**src/rtl/dlx_periph_pkg.sv**
```systemverilog
// Shared peripheral constants for the DLX memory-mapped I/O slaves.
// The button block's register offsets, debounce default and popcount helper live here.
package dlx_periph_pkg;

    localparam int unsigned BTN_DEBOUNCE_DEFAULT = 50000;
    localparam int unsigned BTN_NUM_KEYS         = 4;
    localparam int unsigned BTN_COUNT_W          = 16;

    localparam logic [3:0] BTN_OFS_STATE = 4'h0;
    localparam logic [3:0] BTN_OFS_EDGE  = 4'h4;
    localparam logic [3:0] BTN_OFS_MASK  = 4'h8;
    localparam logic [3:0] BTN_OFS_COUNT = 4'hC;

    // Number of simultaneous press events in one cycle (0..4).
    function automatic logic [2:0] popcount4(input logic [3:0] v);
        logic [2:0] n;
        n = '0;
        for (int i = 0; i < 4; i++) begin
            n = n + 3'(v[i]);
        end
        return n;
    endfunction

endpackage

```
**src/rtl/debounce.sv**
```systemverilog
// One push-button channel: 2-flop synchronizer, inversion to pressed=1, and
// a stability counter that accepts a new level after DEBOUNCE_CYCLES matching cycles.
module debounce
    import dlx_periph_pkg::*;
#(
    parameter int unsigned DEBOUNCE_CYCLES = BTN_DEBOUNCE_DEFAULT
) (
    input  logic clk,
    input  logic reset,
    input  logic key_n,
    output logic pressed,
    output logic press_c
);

    localparam int unsigned CNT_W = $clog2(DEBOUNCE_CYCLES);

    logic             sync1_q;
    logic             sync2_q;
    logic             deb_q;
    logic             deb_d;
    logic [CNT_W-1:0] cnt_q;
    logic [CNT_W-1:0] cnt_d;

    // Counter restarts whenever the synced level agrees with the accepted one.
    always_comb begin
        deb_d = deb_q;
        cnt_d = '0;
        if (sync2_q != deb_q) begin
            if (cnt_q == CNT_W'(DEBOUNCE_CYCLES - 1)) begin
                deb_d = sync2_q;
            end else begin
                cnt_d = cnt_q + CNT_W'(1);
            end
        end
    end

    always_ff @(posedge clk) begin
        if (reset) begin
            sync1_q <= 1'b0;
            sync2_q <= 1'b0;
            deb_q   <= 1'b0;
            cnt_q   <= '0;
        end else begin
            sync1_q <= ~key_n;
            sync2_q <= sync1_q;
            deb_q   <= deb_d;
            cnt_q   <= cnt_d;
        end
    end

    assign pressed = deb_q;
    // Press pulse is aligned with the edge that updates the debounced bit.
    assign press_c = deb_d & ~deb_q;

endmodule

```
**src/rtl/driver_buttons.sv**
```systemverilog
// Memory-mapped push-button peripheral: debounced STATE, sticky EDGE (W1C),
// interrupt MASK, and a 16-bit press COUNT, with a registered interrupt.
module driver_buttons
    import dlx_periph_pkg::*;
#(
    parameter int unsigned DEBOUNCE_CYCLES = BTN_DEBOUNCE_DEFAULT
) (
    input  logic        clk,
    input  logic        reset,
    input  logic [3:0]  key,
    input  logic        chip_select,
    input  logic [31:0] address,
    input  logic        write_enable,
    input  logic [31:0] data_write,
    output logic [31:0] data_read,
    output logic        irq
);

    logic [3:0]             state_c;
    logic [3:0]             press_c;
    logic [3:0]             edge_q;
    logic [3:0]             edge_d;
    logic [3:0]             mask_q;
    logic [3:0]             mask_d;
    logic [BTN_COUNT_W-1:0] count_q;
    logic [BTN_COUNT_W-1:0] count_d;
    logic                   irq_q;
    logic                   irq_d;
    logic                   wr_c;
    logic [3:0]             ofs_c;
    logic                   unused_bits;

    for (genvar g = 0; g < BTN_NUM_KEYS; g++) begin : g_key
        debounce #(
            .DEBOUNCE_CYCLES(DEBOUNCE_CYCLES)
        ) u_debounce (
            .clk     (clk),
            .reset   (reset),
            .key_n   (key[g]),
            .pressed (state_c[g]),
            .press_c (press_c[g])
        );
    end

    assign wr_c  = chip_select && write_enable;
    assign ofs_c = {address[3:2], 2'b00};

    // Register update: new press events take priority over a W1C or COUNT write.
    always_comb begin
        edge_d  = edge_q;
        mask_d  = mask_q;
        count_d = count_q + BTN_COUNT_W'(popcount4(press_c));
        irq_d   = |(edge_q & mask_q);
        if (wr_c) begin
            case (ofs_c)
                BTN_OFS_EDGE:  edge_d  = edge_q & ~data_write[3:0];
                BTN_OFS_MASK:  mask_d  = data_write[3:0];
                BTN_OFS_COUNT: count_d = BTN_COUNT_W'(popcount4(press_c));
                default:       ;
            endcase
        end
        edge_d = edge_d | press_c;
    end

    always_ff @(posedge clk) begin
        if (reset) begin
            edge_q  <= '0;
            mask_q  <= '0;
            count_q <= '0;
            irq_q   <= 1'b0;
        end else begin
            edge_q  <= edge_d;
            mask_q  <= mask_d;
            count_q <= count_d;
            irq_q   <= irq_d;
        end
    end

    always_comb begin
        data_read = '0;
        if (chip_select) begin
            case (ofs_c)
                BTN_OFS_STATE: data_read = 32'(state_c);
                BTN_OFS_EDGE:  data_read = 32'(edge_q);
                BTN_OFS_MASK:  data_read = 32'(mask_q);
                BTN_OFS_COUNT: data_read = 32'(count_q);
                default:       data_read = '0;
            endcase
        end
    end

    assign irq = irq_q;

    assign unused_bits = ^{address[31:4], address[1:0], data_write[31:4]};

endmodule

```
**config.mk**
```make
export PLATFORM = sky130hd
export DESIGN_NAME = driver_buttons
export DESIGN_NICKNAME = d
export VERILOG_FILES = /design/src/rtl/dlx_periph_pkg.sv /design/src/rtl/debounce.sv /design/src/rtl/driver_buttons.sv
export SDC_FILE = /design/constraint.sdc
export NUM_CORES = 1
export LEC_CHECK = 0
export BUFFER_PORTS_ARGS = -buffer_cell sky130_fd_sc_hd__buf_2
export CORE_ASPECT_RATIO = 0.7
export CORE_MARGIN = 4
export CORE_UTILIZATION = 49
export DETAILED_ROUTE_END_ITERATION = 10
export PLACE_DENSITY = 0.82
export RECOVER_POWER = 100
export SETUP_SLACK_MARGIN = 0.1
export SLEW_MARGIN = 30
export SYNTH_ARGS = -nofsm -noshare
export SYNTH_HDL_FRONTEND = slang
export SYNTH_SLANG_ARGS = --single-unit
```
**constraint.sdc**
```tcl
create_clock -name clk -period 3.5 [get_ports clk]
set_input_delay 0.175 -clock clk [delete_from_list [all_inputs] [get_ports clk]]
set_output_delay 0.175 -clock clk [all_outputs]
set_load 0.1 [all_outputs]
```
* Word-level counts from Yosys, hierarchy flattened
Cells that the tools add are included.
** Word-level totals
- Register bits :: 101
** Cells by class
- $add $sub $neg :: 8
- Equality and inequality tests :: 11
- Multiplexer cells :: 14
- Bitwise operators :: 20
- Reductions and logical operators :: 8
** Operators with widths (count)
- 16-bit by 1-bit adder with 16-bit output, second input constant :: 4
- 16-bit equality test, second input constant :: 4
- 16-bit case mux with 4 select lines :: 1
- 16-bit two-way mux :: 3
- 16-bit by 3-bit adder with 16-bit output :: 1
- 1-bit inverter :: 12
- 3-bit OR reduction :: 4
- 4-bit AND :: 2
- 1-bit two-way mux :: 8
- 4-bit two-way mux :: 2
- 1-bit AND :: 4
- 2-bit equality test, second input constant :: 2
- 4-bit zero test :: 1
- 1-bit != test :: 4
- 4-bit inverter :: 1
- 4-bit bitwise OR :: 1
- 4-bit OR reduction :: 1
- 2-bit by 1-bit adder with 3-bit output :: 1
- 3-bit by 1-bit adder with 3-bit output :: 1
- 1-bit by 1-bit adder with 2-bit output :: 1
- 2-bit by 1-bit equality test with 1-bit output, second input constant :: 1
- 2-bit AND reduction :: 1
- 1-bit logical AND :: 1

* Depth between registers and ports, before layout
Gate-level depths: netlist of the first run.
- Depth after elaboration :: 10
- Gate-level depth with buffers :: 13
- Gate-level depth less buffers :: 13

* Modules after synthesis
A second synthesis of the first run with hierarchy kept.
** Unflattened totals
- Cell total of the unflattened synthesis :: 535
- Area total of the unflattened synthesis :: 4850.9 um^2
** By module, submodules not included
- debounce :: instances 4, cells an instance 90, area an instance 824.5 um^2, seq. area each 380.4 um^2
- driver_buttons :: instances 1, cells an instance 175, area an instance 1552.7 um^2, seq. area each 500.5 um^2

* Worst setup path after synthesis of the first run
Ideal clock, no wire load.
- Path kind :: register to register
- Start point :: register g_key[1].u_debounce.cnt_q[4]
- End point :: register count_q[15]
- Library setup time :: 0.070 ns
- Data arrival time :: 3.581 ns
- Data required time :: 3.430 ns
- Slack :: -0.151 ns
- Stages on the path, launching flop included :: 14
- Path buffers :: 1
- Path through :: dfxtp_1 buf_2 or4_1 nor4_2 nand3b_1 fa_1 inv_1 ha_1 ha_1 ha_1 and3_1 o211ai_1 or3_1 a21oi_1
** On the way
- Cells in the longest elaborated chain, start to end :: 10
** Ends and longest elaborated chain
- start: declaration :: line debounce.sv:21 : logic [CNT_W-1:0] cnt_q;
- start signal: assignment :: line debounce.sv:47 : cnt_q <= cnt_d;
- 16-bit equality test (*) :: line debounce.sv:29 : if (cnt_q == CNT_W'(DEBOUNCE_CYCLES - 1)) begin
- 1-bit two-way mux (*) :: line debounce.sv:29
- 1-bit two-way mux (*) :: line debounce.sv:28 : if (sync2_q != deb_q) begin
- 1-bit AND (*) :: line debounce.sv:53 : assign press_c = deb_d & ~deb_q;
- 1-bit by 1-bit adder with 2-bit output (*) :: line dlx_periph_pkg.sv:19 : n = n + 3'(v[i]);
- 2-bit by 1-bit adder with 3-bit output (*) :: line dlx_periph_pkg.sv:19
- 3-bit by 1-bit adder with 3-bit output (*) :: line dlx_periph_pkg.sv:19
- 16-bit by 3-bit adder with 16-bit output (*) :: line driver_buttons.sv:52 : count_d = count_q + BTN_COUNT_W'(popcount4(press_c));
- 16-bit two-way mux :: line driver_buttons.sv:55 : case (ofs_c)
- 16-bit two-way mux (*) :: line driver_buttons.sv:54 : if (wr_c) begin
- end signal: assignment :: line driver_buttons.sv:74 : count_q <= count_d;
- end: declaration :: line driver_buttons.sv:25 : logic [BTN_COUNT_W-1:0] count_q;
Mark *: on every way between the ends. The rest lies on a longest branch, timed or not.
A chain may end at the register's enable or synchronous reset.

* Worst setup path in the final report of the first run
- Start point :: register g_key[3].u_debounce.cnt_q[12]
- End point :: register count_q[15]
** On the way
- Cells in the longest elaborated chain, start to end :: 8
** Ends and longest elaborated chain (line)
- start: declaration :: debounce.sv:21
- start signal: assignment :: debounce.sv:47
- 16-bit equality test (*) :: debounce.sv:29
- 1-bit two-way mux (*) :: debounce.sv:29
- 1-bit two-way mux (*) :: debounce.sv:28
- 1-bit AND (*) :: debounce.sv:53
- 3-bit by 1-bit adder with 3-bit output (*) :: dlx_periph_pkg.sv:19
- 16-bit by 3-bit adder with 16-bit output (*) :: driver_buttons.sv:52
- 16-bit two-way mux :: driver_buttons.sv:55
- 16-bit two-way mux (*) :: driver_buttons.sv:54
Marks and branches as above.

==> flow_results.org, run 1 <==
** Status
- Result of the run :: finished with violations
- The final reports fail on setup timing.

** Route
- DRC Markers :: 0
- 1st-pass router iterations :: 4
- Detailed-route wire length :: 11,200 µm
- Met2 wire length :: 5460 µm
- Post-detailed-route count of antenna-violating nets :: 0
- Dividing the detail-routed via count by the number of cells gives 5.48.
- In this run the top signal layer used is met4.
- The detailed router put a total of 4870 µm of wire on met1.
- Average wire length per cell after detail routing :: 15.0 µm
- Met3 Routed Length :: 626 µm
- Routed vias :: 4,075
- After the first detailed-routing iteration, the DRC count stood at 193.

** Pwr
- P per Cell Area :: 394 mW/mm²
- Across the VDD grid, the largest voltage drop is 0.343 mV.
- Summed over all cells, the static leakage comes to 2.07 nW.

** Die
- Core footprint :: 0.00929 mm²
- The die covers 0.0114 mm².
- For this design the top-level I/O count stands at 105.
- The floorplan step set the die height to 90.6 µm.
- Once the floorplan was initialized, standard cells occupied 51.5% of the core.
- The die is 126 µm wide.
- In this run the core area contains 29 standard-cell rows.

** Critical path
- The cell that appears most often on the critical path is sky130_fd_sc_hd__ha_4.
- Worst path max stage delay :: 0.54 ns
- CP max-delay cell :: sky130_fd_sc_hd__or4_4
- Among cell families on the critical path, the largest total delay comes from simple AND/OR/NAND/NOR gates.
- The worst setup path is captured at a flop.
- Depth of the worst register-to-register path :: 13
- Critical path fanouts, max :: 6
- The critical path runs through a total of 13 cells.
- Counting both buffers and inverters, the worst setup path holds a total of 1.
- Worst Setup Start Kind :: flop
- Ordered list of cells on the worst path :: or4_4, nor4_4, and4_4, nand3b_1, fa_1, inv_2, ha_4, ha_4, ha_4, and3_4, o211ai_1, or3_1, a21oi_1
- Data arrives at the worst endpoint at 4.00 ns.
- At the worst endpoint, the required time is 3.78 ns.
- By startpoint and endpoint, the worst setup path is classified as reg -> reg.

** Clock tree
- Sinks on the clock net :: 101
- TritonCTS built the clock tree.
- Buffer depth of the longest clock path :: 2
- In this run the number of H-tree levels came out at 3.
- The tree is rooted in a sky130_fd_sc_hd__clkbuf_16.
- Clk pin slew, worst setup/hold paths :: 0.07 ns
- Clock latency on the worst-skew pair, taken at its later pin, is 0.35 ns.
- In this run, CTS created clock tree buffers numbering 9.

** Yosys
- Area contributors post-synth :: sky130_fd_sc_hd__dfxtp_1, sky130_fd_sc_hd__xnor2_1, sky130_fd_sc_hd__nor2_1
- Cell type contributing the most total cell area after synthesis :: sky130_fd_sc_hd__dfxtp_1
- Proportion of register bits with asynchronous set or reset after synthesis :: 0%
- Gate count after technology mapping :: 533
- The synthesized netlist occupies a cell area of 0.00478 mm².
- A synthesized cell averages 8.97 µm².
- Number of synthesized flops with an enable pin :: 0
- Flip-flop and latch count after synthesis :: 101
- Sequential cell area fraction in the yosys report :: 42.3%
- Total number of yosys warnings :: 0
- Distinct cell type count of the synthesized netlist :: 52
- Summed over its instances, the top area cell type makes up 42.3% of the synthesized netlist area.
- The most used flip-flop cell after synthesis is sky130_fd_sc_hd__dfxtp_1.

** Timing
- The max-slew violation count is 0.
- Setup violations remaining at the end of the flow were counted as 11.
- Of the available clock period, the critical path in the final layout requires 106%.
- Setup repair after global routing missed its margin :: yes
- Timing would allow up to 269 MHz.
- Setup slack of the critical path after layout :: -0.224 ns
- Hold timing on the final database bottoms out at a slack of 0.0794 ns.
- The final-report hold violation count came to 0.
- Clock skew :: 0.00816 ns
- The worst pin sits at a relative slew slack of 20.8%.
- Slew at the pin closest to its max-slew limit :: 1.19 ns
- Shortest clock period the worst path allows after layout :: 3.72 ns

** Final layout
- Fill count :: 740
- Cells fill 63.1% of the core in the end.
- The repair_antennas step left the layout with diodes totalling 0.
- Leading cell type in the layout, fill and taps excluded :: sky130_fd_sc_hd__dfxtp_1
- Commonest non-fill, non-tap cells in the layout :: sky130_fd_sc_hd__dfxtp_1, sky130_fd_sc_hd__nor2_1, sky130_fd_sc_hd__buf_4
- Share of post-route cells with drive strength above 1 :: 18.5%
- Final net count :: 698
- Final standard cell count with taps included and fillers excluded :: 744
- Relative area change from synthesis to final layout :: 22.5%

** Placed design
- Setup slack at placement :: -0.222 ns
- Final GP Congestion :: 0.889
- Once detailed placement completed, the half-perimeter wirelength came to 7390 µm.
- Inst Count DP :: 715
- Number of input and output port buffers inserted :: 30

** Hold path
- Min-delay worst type :: in -> reg
- Along the worst hold path, the cell count comes to 3.

** Global route
- The via count of the first global-routing pass was 3,889.
- Entering global routing, the biggest net connects 25 pins.
- Global routing used 19.1% of the available tracks across all layers.
- After global routing the overflow that remains totals 0.
- The first global-routing pass estimated 18,300 µm of wire.
- Initial antenna violation count :: 0

** Run
- Number of max-cap violations :: 0
==> per-stage QoR <==
step	total power, mW	setup TNS, ns	instance area (µm²)
detailed placement	1.31	-1.42	5330
global route	2.37	-3.08	5860
finish	2.31	-1.43	5860
CTS	2.32	-0.749	5800
floorplan	1.31	0	4900
global placement	1.31	-0.863	5330
==> cell type report <==
class	count	area, µm²	area share (%)
Multi-Input combinational cell	400	2730	46.6
Sequential cell	101	2020	34.5
Timing Repair Buffer	86	578	9.87
Clock buffer	10	239	4.08
Tap cell	124	155	2.65
Clock inverter	6	70.1	1.20
Inverter	17	63.8	1.09
==> sequential cells by signal, summed over array words and instances (netlist names) <==
name,flops
count_q,16
edge_q,4
g_key.u_debounce.cnt_q,64
g_key.u_debounce.pressed,4
g_key.u_debounce.sync1_q,4
g_key.u_debounce.sync2_q,4
irq,1
mask_q,4
==> tightest hold or removal path: stages <==
cell                      delay [ns]
sky130_fd_sc_hd__buf_2          0.09
sky130_fd_sc_hd__mux2i_1        0.06
sky130_fd_sc_hd__nor2_1         0.07
==> synthesized netlist by cell type, types with 2 or more instances <==
library cell / number
sky130_fd_sc_hd__a22oi_1: 2
sky130_fd_sc_hd__xnor2_1: 46
sky130_fd_sc_hd__fa_1: 2
sky130_fd_sc_hd__or4b_1: 4
sky130_fd_sc_hd__buf_4: 18
sky130_fd_sc_hd__and3_1: 4
sky130_fd_sc_hd__dfxtp_1: 101
sky130_fd_sc_hd__buf_2: 3
sky130_fd_sc_hd__nand2_1: 31
sky130_fd_sc_hd__mux4_2: 4
sky130_fd_sc_hd__o21ai_0: 5
sky130_fd_sc_hd__a21oi_1: 12
sky130_fd_sc_hd__mux2i_1: 9
sky130_fd_sc_hd__nand4b_1: 3
sky130_fd_sc_hd__nand3b_1: 4
sky130_fd_sc_hd__clkbuf_1: 6
sky130_fd_sc_hd__a21o_1: 2
sky130_fd_sc_hd__nor3_1: 13
sky130_fd_sc_hd__nand4_1: 27
sky130_fd_sc_hd__nand3_1: 22
sky130_fd_sc_hd__nor2b_1: 4
sky130_fd_sc_hd__xor2_1: 22
sky130_fd_sc_hd__or3_1: 6
sky130_fd_sc_hd__inv_1: 16
sky130_fd_sc_hd__ha_1: 9
sky130_fd_sc_hd__and4_1: 6
sky130_fd_sc_hd__nor4_2: 2
sky130_fd_sc_hd__nor4_1: 15
sky130_fd_sc_hd__nor2_1: 94
sky130_fd_sc_hd__or4_1: 3
sky130_fd_sc_hd__and2_1: 17
==> power by group <==
part / internal (mW) / switching [mW] / leakage [nW]
Sequential: 1.16 / 0.00487 / 0.816
Clock: 0.580 / 0.440 / 0.153
Combinational: 0.0201 / 0.109 / 1.10
Total: 1.76 / 0.554 / 2.07
==> layer usage <==
layer  vias up  GRT usage, %
met5         -             0
met4         0          5.89
li1       1975             -
met1      1945          24.4
met3        23          4.73
met2       132          31.6
==> logic make-up after synthesis <==
| logic type | count (synthesis) | synth area share, % |
|---|---|---|
| compound gates | 30 | 3.98 |
| fa+ha+maj | 11 | 3.19 |
| xor+xnor | 68 | 12.5 |
| flops | 101 | 42.3 |
| other cells | 1 | 0.0784 |
| buf+inv | 47 | 5.57 |
| simple gates | 262 | 28.7 |
| mux | 13 | 3.77 |
==> what timing repair did <==
item	in CTS	in global routing
hold buffers	4	0
setup buffers	7	2
pin swaps	14	10
endpoints found under the hold margin	4	0
endpoints found under the setup margin	12	13
gates resized for setup	13	14
==> worst paths after layout <==
path	from	slack, ns	endpoint
max	g_key[3].u_debounce.cnt_q[12]	-0.22	count_q[15]
min	data_write[1]	0.08	mask_q[1]
max reg2reg	g_key[3].u_debounce.cnt_q[12]	-0.22	count_q[15]
min reg2reg	g_key[1].u_debounce.sync1_q	0.46	g_key[1].u_debounce.sync2_q
(Power assumes the default switching activity.)
==> run 2: changes to the inputs <==
--- a/config.mk
+++ b/config.mk
@@ -7,7 +7,6 @@
 export LEC_CHECK = 0
 export BUFFER_PORTS_ARGS = -buffer_cell sky130_fd_sc_hd__buf_2
 export CORE_ASPECT_RATIO = 0.7
-export CORE_MARGIN = 4
 export CORE_UTILIZATION = 49
 export DETAILED_ROUTE_END_ITERATION = 10
 export PLACE_DENSITY = 0.82
==> run 2 against run 1 <==
The flow still finishes with violations (setup timing). First-iteration DRC count fell by 6.7%. Register-to-register slack got worse by 0.02 ns. Clock skew fell by 0.00064 ns. Maximum frequency is 0.43% lower. Total power fell by 0.80%. Combinational power about the same. Hold slack better by 0.017 ns. Via count down 1.0%. Cell count down 0.54%. Critical endpoint unchanged. Largest cell class unchanged.
==> flow_results.org, run 2 (synthesized netlist as in run 1, its figures left out) <==
** Global route
- Total global-route track usage :: 22.3% (+3.2 points)
- Leftover overflow at the end of global routing :: 0 (unchanged)
- The via count of the first global-routing pass is 3,902 (+0.33%).
- Maximum number of pins on one net before global-route repair :: 25 (unchanged)
- Wire length of the first global-routing pass :: 18,000 µm (-1.6%)
- The initial antenna violation count is 0 (unchanged).

** Clock tree
- The H-tree depth reported by CTS is 3 (unchanged).
- CTS placed an instance of sky130_fd_sc_hd__clkbuf_16 at the clock tree root.
- The clock latency at the later pin of the worst-skew pair was 0.35 ns (about the same).
- TritonCTS built the clock tree.
- The clock-pin slew of the registers on the worst-case setup and hold paths is 0.07 ns (about the same).
- The number of clock sinks was 101 (unchanged).
- The buffer depth of the longest clock path is 2 (unchanged).
- The number of clock buffers inserted by TritonCTS is 9 (unchanged).

** Status
- Result of the run :: finished with violations
- The checks that failed: setup timing.

** Final layout
- In the final layout, the registers with the most flip-flops are g_key.u_debounce.cnt_q (64), count_q (16).
- g_key.u_debounce.cnt_q holds more flip-flops than any other register.
- Max FFs per register :: 64 (unchanged)
- The final standard cell utilization of the core came to 62.6% (-0.50 points).
- Finished layout cell area :: 0.00579 mm² (-1.2%)
- The storage element area came to 0.00202 mm² (unchanged).
- The area of the multi-input gates was 0.00271 mm² (-0.73%).
- The filler cell count in the final layout is 747 (+0.95%).
- Commonest non-fill, non-tap cells in the layout :: sky130_fd_sc_hd__dfxtp_1, sky130_fd_sc_hd__nor2_1, sky130_fd_sc_hd__xnor2_1, sky130_fd_sc_hd__buf_4, sky130_fd_sc_hd__nand2_1
- Relative area change from synthesis to final layout :: 21.1%
- The number of nets in the layout is 694 (-0.57%).
- Share of post-route cells with drive strength above 1 :: 16.7% (-1.8 points)
- The library cell used most frequently in the layout, excluding fill and tap cells, is sky130_fd_sc_hd__dfxtp_1.
- The number of antenna repair diodes is 0 (unchanged).

** Critical path
- Worst reg2reg setup slack :: -0.24 ns (-0.02 ns)
- CP Class :: reg -> reg
- Endpoint arrival time on the critical path :: 4.01 ns (about the same)
- The required time reported for the critical path endpoint is 3.77 ns (about the same).
- STA classifies the critical path startpoint as a flop.
- Capturing element type of the critical path :: flop
- Critical path fanouts, max :: 6 (unchanged)

** Timing
- Setup violations, final :: 12 (+1)
- The time the final worst path needs with I/O delays and setup was 3.74 ns (+0.0161 ns).
- Setup repair after global routing could not meet its margin everywhere.
- Final hold violation count :: 0 (unchanged)
- Clock skew :: 0.00752 ns (-0.000637 ns)
- The max-slew violation count is 0 (unchanged).
- The post-route clock period utilization is 107% (+0.46 points).
- The worst setup margin came to -0.240 ns (-0.0161 ns).
- Highest achievable clock rate :: 267 MHz (-0.43%)
- The transition at the pin with the smallest max-transition slack was 1.22 ns (+0.0321 ns).
- The max-slew headroom at the worst pin came to 18.7% (-2.1 points).

** Pwr
- Lkg Pwr :: 2.01 nW (-2.9%)
- The sequential fraction of design power is 50.7% (+0.5 points).
- Total design power :: 2.29 mW (-0.80%)
- The power share of the combinational group was 5.7% (about the same).
- The net switching power came to 540 µW (-2.4%).
- Internal power component :: 1.75 mW (-0.28%)
- The net switching share of the total power came to 23.6% (-0.39 points).
- The maximum vdd ir drop is 0.298 mV (-13%).
- The proportion of power drawn by the clock network is 43.7% (-0.5 points).
- P per Cell Area :: 396 mW/mm² (+0.38%)

** Run
- The number of max-capacitance violations reported came to 0 (unchanged).

** Route
- Average wire length per cell after detail routing :: 15.2 µm (+1.5%)
- DRC Markers :: 0 (unchanged)
- The number of DRC markers in iteration 0 was 180 (-6.7%).
- The total detailed-routing wirelength is 11,300 µm (+0.92%).
- The number of vias per cell came to 5.45 (-0.50%).
- Post-detailed-route count of antenna-violating nets :: 0 (unchanged)
- The vias after detailed routing was 4,033 (-1.0%).
- The number of optimization iterations in the first detailed-route pass is 5 (+1).

** Die
- Die X :: 120 µm (-4.8%)
- The core region area came to 0.00925 mm² (-0.39%).
- Effective utilization at floorplan :: 51.7% (+0.20 points)
- Site row count :: 29 (unchanged)
- The I/O pin count is 105 (unchanged).
- The vertical extent of the die is 84.6 µm (-6.6%).
- Total Die Area :: 0.0102 mm² (-11%)

** Placed design
- Placement Cell Area :: 0.00532 mm² (-0.14%)
- The global placer's final weighted congestion came to 0.847 (-4.7%).
- Number of input and output port buffers inserted :: 30 (unchanged)
- The detailed placement HPWL is 7350 µm (-0.55%).

** Hold path
- Min-delay worst type :: in -> reg
run 2: cell types whose count changed in the layout (fill, tap and decap cells not counted), moves of 2 or more:
cell                         delta
sky130_fd_sc_hd__buf_2          -6
sky130_fd_sc_hd__clkinv_4       -2
sky130_fd_sc_hd__clkbuf_1       +7
sky130_fd_sc_hd__buf_4          -2
sky130_fd_sc_hd__clkinvlp_4     +2
run 2: worst paths after layout:
check,depth (start not counted),from,end
worst max-delay path,13,g_key[3].u_debounce.cnt_q[12],count_q[15]
worst min-delay path,3,data_write[2],mask_q[2]
worst max register to register,13,g_key[3].u_debounce.cnt_q[12],count_q[15]
worst min register to register,1,g_key[3].u_debounce.sync1_q,g_key[3].u_debounce.sync2_q
run 2: layout make-up:
cell class	instances	share of cell area, %
Tap cell	124	2.68
Inverter	17	1.10
Sequential cell	101	35.0
Clock inverter	5	1.02
Multi-Input combinational cell	400	46.8
Clock buffer	11	4.19
Timing Repair Buffer	82	9.27
run 2: timing repair:
action	CTS	global route
setup endpoints to repair	13	15
gates resized for setup	16	9
hold endpoints to repair	4	0
pin swaps	18	3
setup buffers	6	1
hold buffers	4	0
run 2: power by group through the flow:
stage          combinational, mW  clock [mW]  sequential, mW
2_1_floorplan              0.122           0            1.19
3_3_place_gp               0.122           0            1.19
3_5_place_dp               0.124           0            1.19
4_1_cts                    0.128        1.02            1.16
5_1_grt                    0.135        1.06            1.16
6_report                   0.130        1.00            1.16
run 2: stage by stage:
| stage | setup WS [ns] | cells | hold WS [ns] | setup TNS (ns) |
|---|---|---|---|---|
| 6_report | -0.240 | 740 | 0.0968 | -1.53 |
| 5_1_grt | -0.361 | 740 | 0.121 | -3.12 |
| 4_1_cts | -0.121 | 739 | 0.0781 | -0.611 |
| 3_5_place_dp | -0.229 | 714 | 0.329 | -1.33 |
| 3_3_place_gp | -0.136 | 714 | 0.330 | -0.853 |
| 2_1_floorplan | 0.0744 | 548 | 0.242 | 0 |
run 2: metal layers:
layer	part of all wire (%)	GRT usage [%]	vias up
met5	0	0	-
met3	5.2	5.43	33
li1	-	-	1972
met4	3.0	9.43	0
met1	43	27.0	1898
met2	48	37.7	130
run 2: worst max-delay path, cell delays in order, from the launching register on:
cell and delay (ns):
sky130_fd_sc_hd__dfxtp_2 0.32, sky130_fd_sc_hd__or4_4 0.54, sky130_fd_sc_hd__nor4_4 0.20, sky130_fd_sc_hd__and4_4 0.27, sky130_fd_sc_hd__nand3b_1 0.13, sky130_fd_sc_hd__fa_1 0.51
sky130_fd_sc_hd__inv_2 0.05, sky130_fd_sc_hd__ha_4 0.16, sky130_fd_sc_hd__ha_4 0.22, sky130_fd_sc_hd__ha_4 0.27, sky130_fd_sc_hd__and3_4 0.18, sky130_fd_sc_hd__o211ai_1 0.23
sky130_fd_sc_hd__or3_1 0.43, sky130_fd_sc_hd__a21oi_1 0.14
==> run 3: changes to the inputs <==
--- a/config.mk
+++ b/config.mk
@@ -15,4 +15,5 @@
 export SLEW_MARGIN = 30
 export SYNTH_ARGS = -nofsm -noshare
 export SYNTH_HDL_FRONTEND = slang
+export SYNTH_HIERARCHICAL = 1
 export SYNTH_SLANG_ARGS = --single-unit
==> run 3 against run 2 <==
The run still ends with setup timing left. Setup slack improved by 0.23 ns. Final area is 9.2% higher. Register-to-register slack better by 0.23 ns. Non-clock buffer count grew 34. Die area up 1.4%. Critical path depth is 2 higher. Total power down 0.19%. Sequential power is essentially flat. Via count rose by 7.7%. Wire length rose by 11%. Synthesized area rose by 1.5%. Utilization increased by 5.2 points. Largest cell class unchanged.
==> flow_results.org, run 3 <==
** Pwr
- Total design power :: 2.29 mW (-0.19%)
- P per Cell Area :: 362 mW/mm² (-8.6%)
- Worst ir drop on vdd :: 0.269 mV (-9.7%)
- The static leakage is 2.26 nW (+12%).

** Route
- DR vias/cell :: 5.58 (+2.3%)
- Violation count after the first detailed-routing iteration :: 321 (+78%)
- The number of optimization iterations in the first detailed-route pass was 5 (unchanged).
- Post-detailed-route count of antenna-violating nets :: 0 (unchanged)
- DRC Markers :: 0 (unchanged)
- The total detailed-routing wirelength came to 12,500 µm (+11%).
- The vias after detailed routing came to 4,343 (+7.7%).
- Average wire length per cell after detail routing :: 16.0 µm (+5.3%)

** Clock tree
- The number of clock sinks is 101 (unchanged).
- The H-tree depth reported by CTS was 3 (unchanged).
- TritonCTS built the clock tree.
- Clk pin slew, worst setup/hold paths :: 0.07 ns (about the same)
- Root buf cell :: sky130_fd_sc_hd__clkbuf_16
- TritonCTS buffer count :: 9 (unchanged)
- The buffer depth of the longest clock path is 2 (unchanged).
- The clock latency at the later pin of the worst-skew pair was 0.35 ns (about the same).

** Critical path
- CP max-delay cell :: sky130_fd_sc_hd__fa_1
- Endpoint arrival time on the critical path :: 3.79 ns (-0.22 ns)
- Worst Setup Start Kind :: flop
- Ordered list of cells on the worst path :: ha_4, and3_4, nand4_1, nor3b_2, inv_1, fa_1, inv_2, ha_4, ha_4, inv_2, fa_2, nor2b_4, o21ai_2, or4_4, a21oi_2
- Cell mode on critical path :: sky130_fd_sc_hd__ha_4
- Capturing element type of the critical path :: flop
- The biggest cell delay along the critical path came to 0.51 ns (-0.03 ns).
- CP Class :: reg -> reg
- Worst endpoint required time :: 3.78 ns (about the same)
- The peak fanout along the critical path is 3 (-3).
- Worst reg2reg setup slack :: -0.02 ns (+0.23 ns)

** Yosys
- Distinct cell type count of the synthesized netlist :: 45 (-13%)
- Number of synthesized flops with an enable pin :: 0 (unchanged)
- Prevailing post-synth register cell :: sky130_fd_sc_hd__dfxtp_1
- Most used standard cell by instance count after synthesis :: sky130_fd_sc_hd__dfxtp_1
- Gate count after technology mapping :: 535 (+0.38%)
- sky130_fd_sc_hd__dfxtp_1 takes more of the synthesized area than any other cell.
- Area contributors post-synth :: sky130_fd_sc_hd__dfxtp_1, sky130_fd_sc_hd__xnor2_1, sky130_fd_sc_hd__nor2_1
- The sequential area share after synthesis was 41.7% (-0.61 points).
- The area share of the leading cell type in the synthesized netlist came to 41.7% (-0.61 points).
- Flip-flop and latch count after synthesis :: 101 (unchanged)
- The commonest cells after synthesis are sky130_fd_sc_hd__dfxtp_1, sky130_fd_sc_hd__nor2_1, sky130_fd_sc_hd__xnor2_1.
- The count of synthesis-stage warnings from yosys came to 6 (+6).
- Syn avg cell area :: 9.07 µm² (+1.1%)
- Proportion of register bits with asynchronous set or reset after synthesis :: 0% (unchanged)
- The summed instance area of the synthesized netlist is 0.00485 mm² (+1.5%).

** Timing
- The worst hold margin came to 0.0877 ns (-0.00911 ns).
- The transition at the pin with the smallest max-transition slack was 1.17 ns (-0.0568 ns).
- The final-layout setup total negative slack is -0.0365 ns (+1.50 ns).
- The max-slew violation count was 0 (unchanged).
- The worst setup margin came to -0.0152 ns (+0.225 ns).
- Setup repair after global routing missed its margin :: yes
- The fmax came to 284 MHz (+6.4%).
- The final-report hold violation count is 0 (unchanged).
- The max-slew headroom at the worst pin came to 22.5% (+3.8 points).
- The setup-violating endpoint count in the final report was 3 (-9).
- Period utilisation layout :: 100% (-6.4 points)
- Clock skew :: 0.00910 ns (+0.00158 ns)
- The time the final worst path needs with I/O delays and setup was 3.52 ns (-0.225 ns).

** Final layout
- Fill count :: 664 (-11%)
- Commonest non-fill, non-tap cells in the layout :: sky130_fd_sc_hd__nor2_1, sky130_fd_sc_hd__dfxtp_1, sky130_fd_sc_hd__buf_4
- The number of antenna repair diodes is 0 (unchanged).
- Relative area change from synthesis to final layout :: 30.3%
- Leaving out fill and tap cells, the most frequent cell in the layout is sky130_fd_sc_hd__nor2_1.
- The final standard cell utilization of the core was 67.8% (+5.2 points).
- Final net count :: 733 (+5.6%)
- The number of flip-flops under the largest register name is 64 (unchanged).
- Ranked by flip-flop count, first place goes to g_key.u_debounce/cnt_q.
- Share of post-route cells with drive strength above 1 :: 30.2% (+14 points)
- In the final layout, the registers with the most flip-flops are g_key.u_debounce/cnt_q (64), count_q (16).

** Placed design
- Number of input and output port buffers inserted :: 30 (unchanged)
- Final GP Congestion :: 0.844 (-0.41%)
- The worst setup timing slack at the placement stage is -0.319 ns (-0.0901 ns).
- The detailed placement HPWL was 7730 µm (+5.1%).

** Global route
- The met2 global-route usage was 41.7% (+4.0 points).
- Vias in the first global route :: 4,168 (+6.8%)
- The initial antenna violation count came to 0 (unchanged).
- Top Usage Layer GRT :: met2
- Maximum number of pins on one net before global-route repair :: 30 (+20%)
- Wire length of the first global-routing pass :: 19,700 µm (+9.6%)
- Total global-route track usage :: 24.6% (+2.3 points)
- The met3 routing resource usage after global routing is 5.98% (+0.55 points).
- The residual overflow from global routing was 0 (unchanged).
- The global-route track usage on met1 came to 29.7% (+2.7 points).

** Run
- Number of max-cap violations :: 0 (unchanged)

** Die
- Site row count :: 29 (unchanged)
- The width of the die came to 121 µm (+0.72%).
- The initial core utilization is 52.0% (+0.35 points).
- The I/O pin count was 105 (unchanged).
- The core region area is 0.00933 mm² (+0.78%).
- Total Die Area :: 0.0103 mm² (+1.4%)
- Height of the chip :: 85.2 µm (+0.71%)

** Hold path
- The path class of the tightest hold or removal check is in -> reg.

** Status
- Result of the run :: finished with violations
- The final reports fail on setup timing.
-- run 3: changes by cell type after synthesis, sizes merged, moves of 5 or more --
cell   delta
nor4b    +12
nor4     -13
nand2     -5
xor2     -10
or3       +5
buf       -6
o21ai     +5
and3      +6
a21oi    +10
o31ai     +7
-- run 3: path summary, 6_finish.rpt --
path	startpoint	endpoint	depth (start not counted)
max	g_key[1].u_debounce/cnt_q[0]	count_q[14]	15
min	data_write[1]	mask_q[1]	3
max reg2reg	g_key[1].u_debounce/cnt_q[0]	count_q[14]	15
min reg2reg	g_key[3].u_debounce/sync1_q	g_key[3].u_debounce/sync2_q	1
-- run 3: logic make-up (layout without fill, tap and decap cells) --
logic type / Yosys count / in the layout / share of synthesized area [%]
compound gates: 45 / 45 / 5.31
xor+xnor: 59 / 59 / 10.7
fa+ha+maj: 11 / 11 / 3.15
buf+inv: 44 / 149 / 4.82
flops: 101 / 101 / 41.7
mux: 14 / 14 / 4.00
other cells: 1 / 16 / 0.0773
simple gates: 260 / 260 / 30.3
-- run 3: worst max-delay path, delay by kind of cell (launching register included) --
kind | cells | cell delay, ns
adders and majority gates | 5 | 1.45
and+or+nand+nor | 5 | 1.23
DFF | 1 | 0.36
AOI/OAI and AO/OA | 2 | 0.21
buffers and inverters | 3 | 0.19
-- run 3: final cells by class --
class	instances	area (µm²)	area share (%)
sequential	101	2040	32.3
tap	124	155	2.45
clock inverter	6	62.6	0.990
clock buffer	10	239	3.78
timing repair buffer	116	806	12.7
multi-input combinational	405	2950	46.7
inverter	17	63.8	1.01
-- run 3: power breakdown --
part | switching [mW] | total (mW) | leakage (nW) | internal (mW)
clock network | 0.426 | 0.996 | 0.140 | 0.571
logic | 0.108 | 0.129 | 1.30 | 0.0207
registers | 0.00526 | 1.16 | 0.822 | 1.16
-- run 3: repair_timing --
action / 4_1_cts / 5_1_grt
cloned: 0 / 0
resized for setup: 21 / 26
hold buffers: 4 / 0
endpoints found under the hold margin: 4 / 0
setup endpoints to repair: 11 / 29
pin swaps: 17 / 21
setup buffers: 27 / 2
-- run 3: stage by stage --
stage                     std cells  cell area [µm²]
after CTS                       778             6220
after floorplan                 550             5040
final                           779             6320
after detailed placement        731             5570
after global placement          731             5570
after global routing            779             6320
-- run 3: per-layer routing --
layer	part of all wire, %	routed length, µm
met5	0	0
met1	43	5330
met4	2.7	340
met2	49	6160
met3	5.1	640
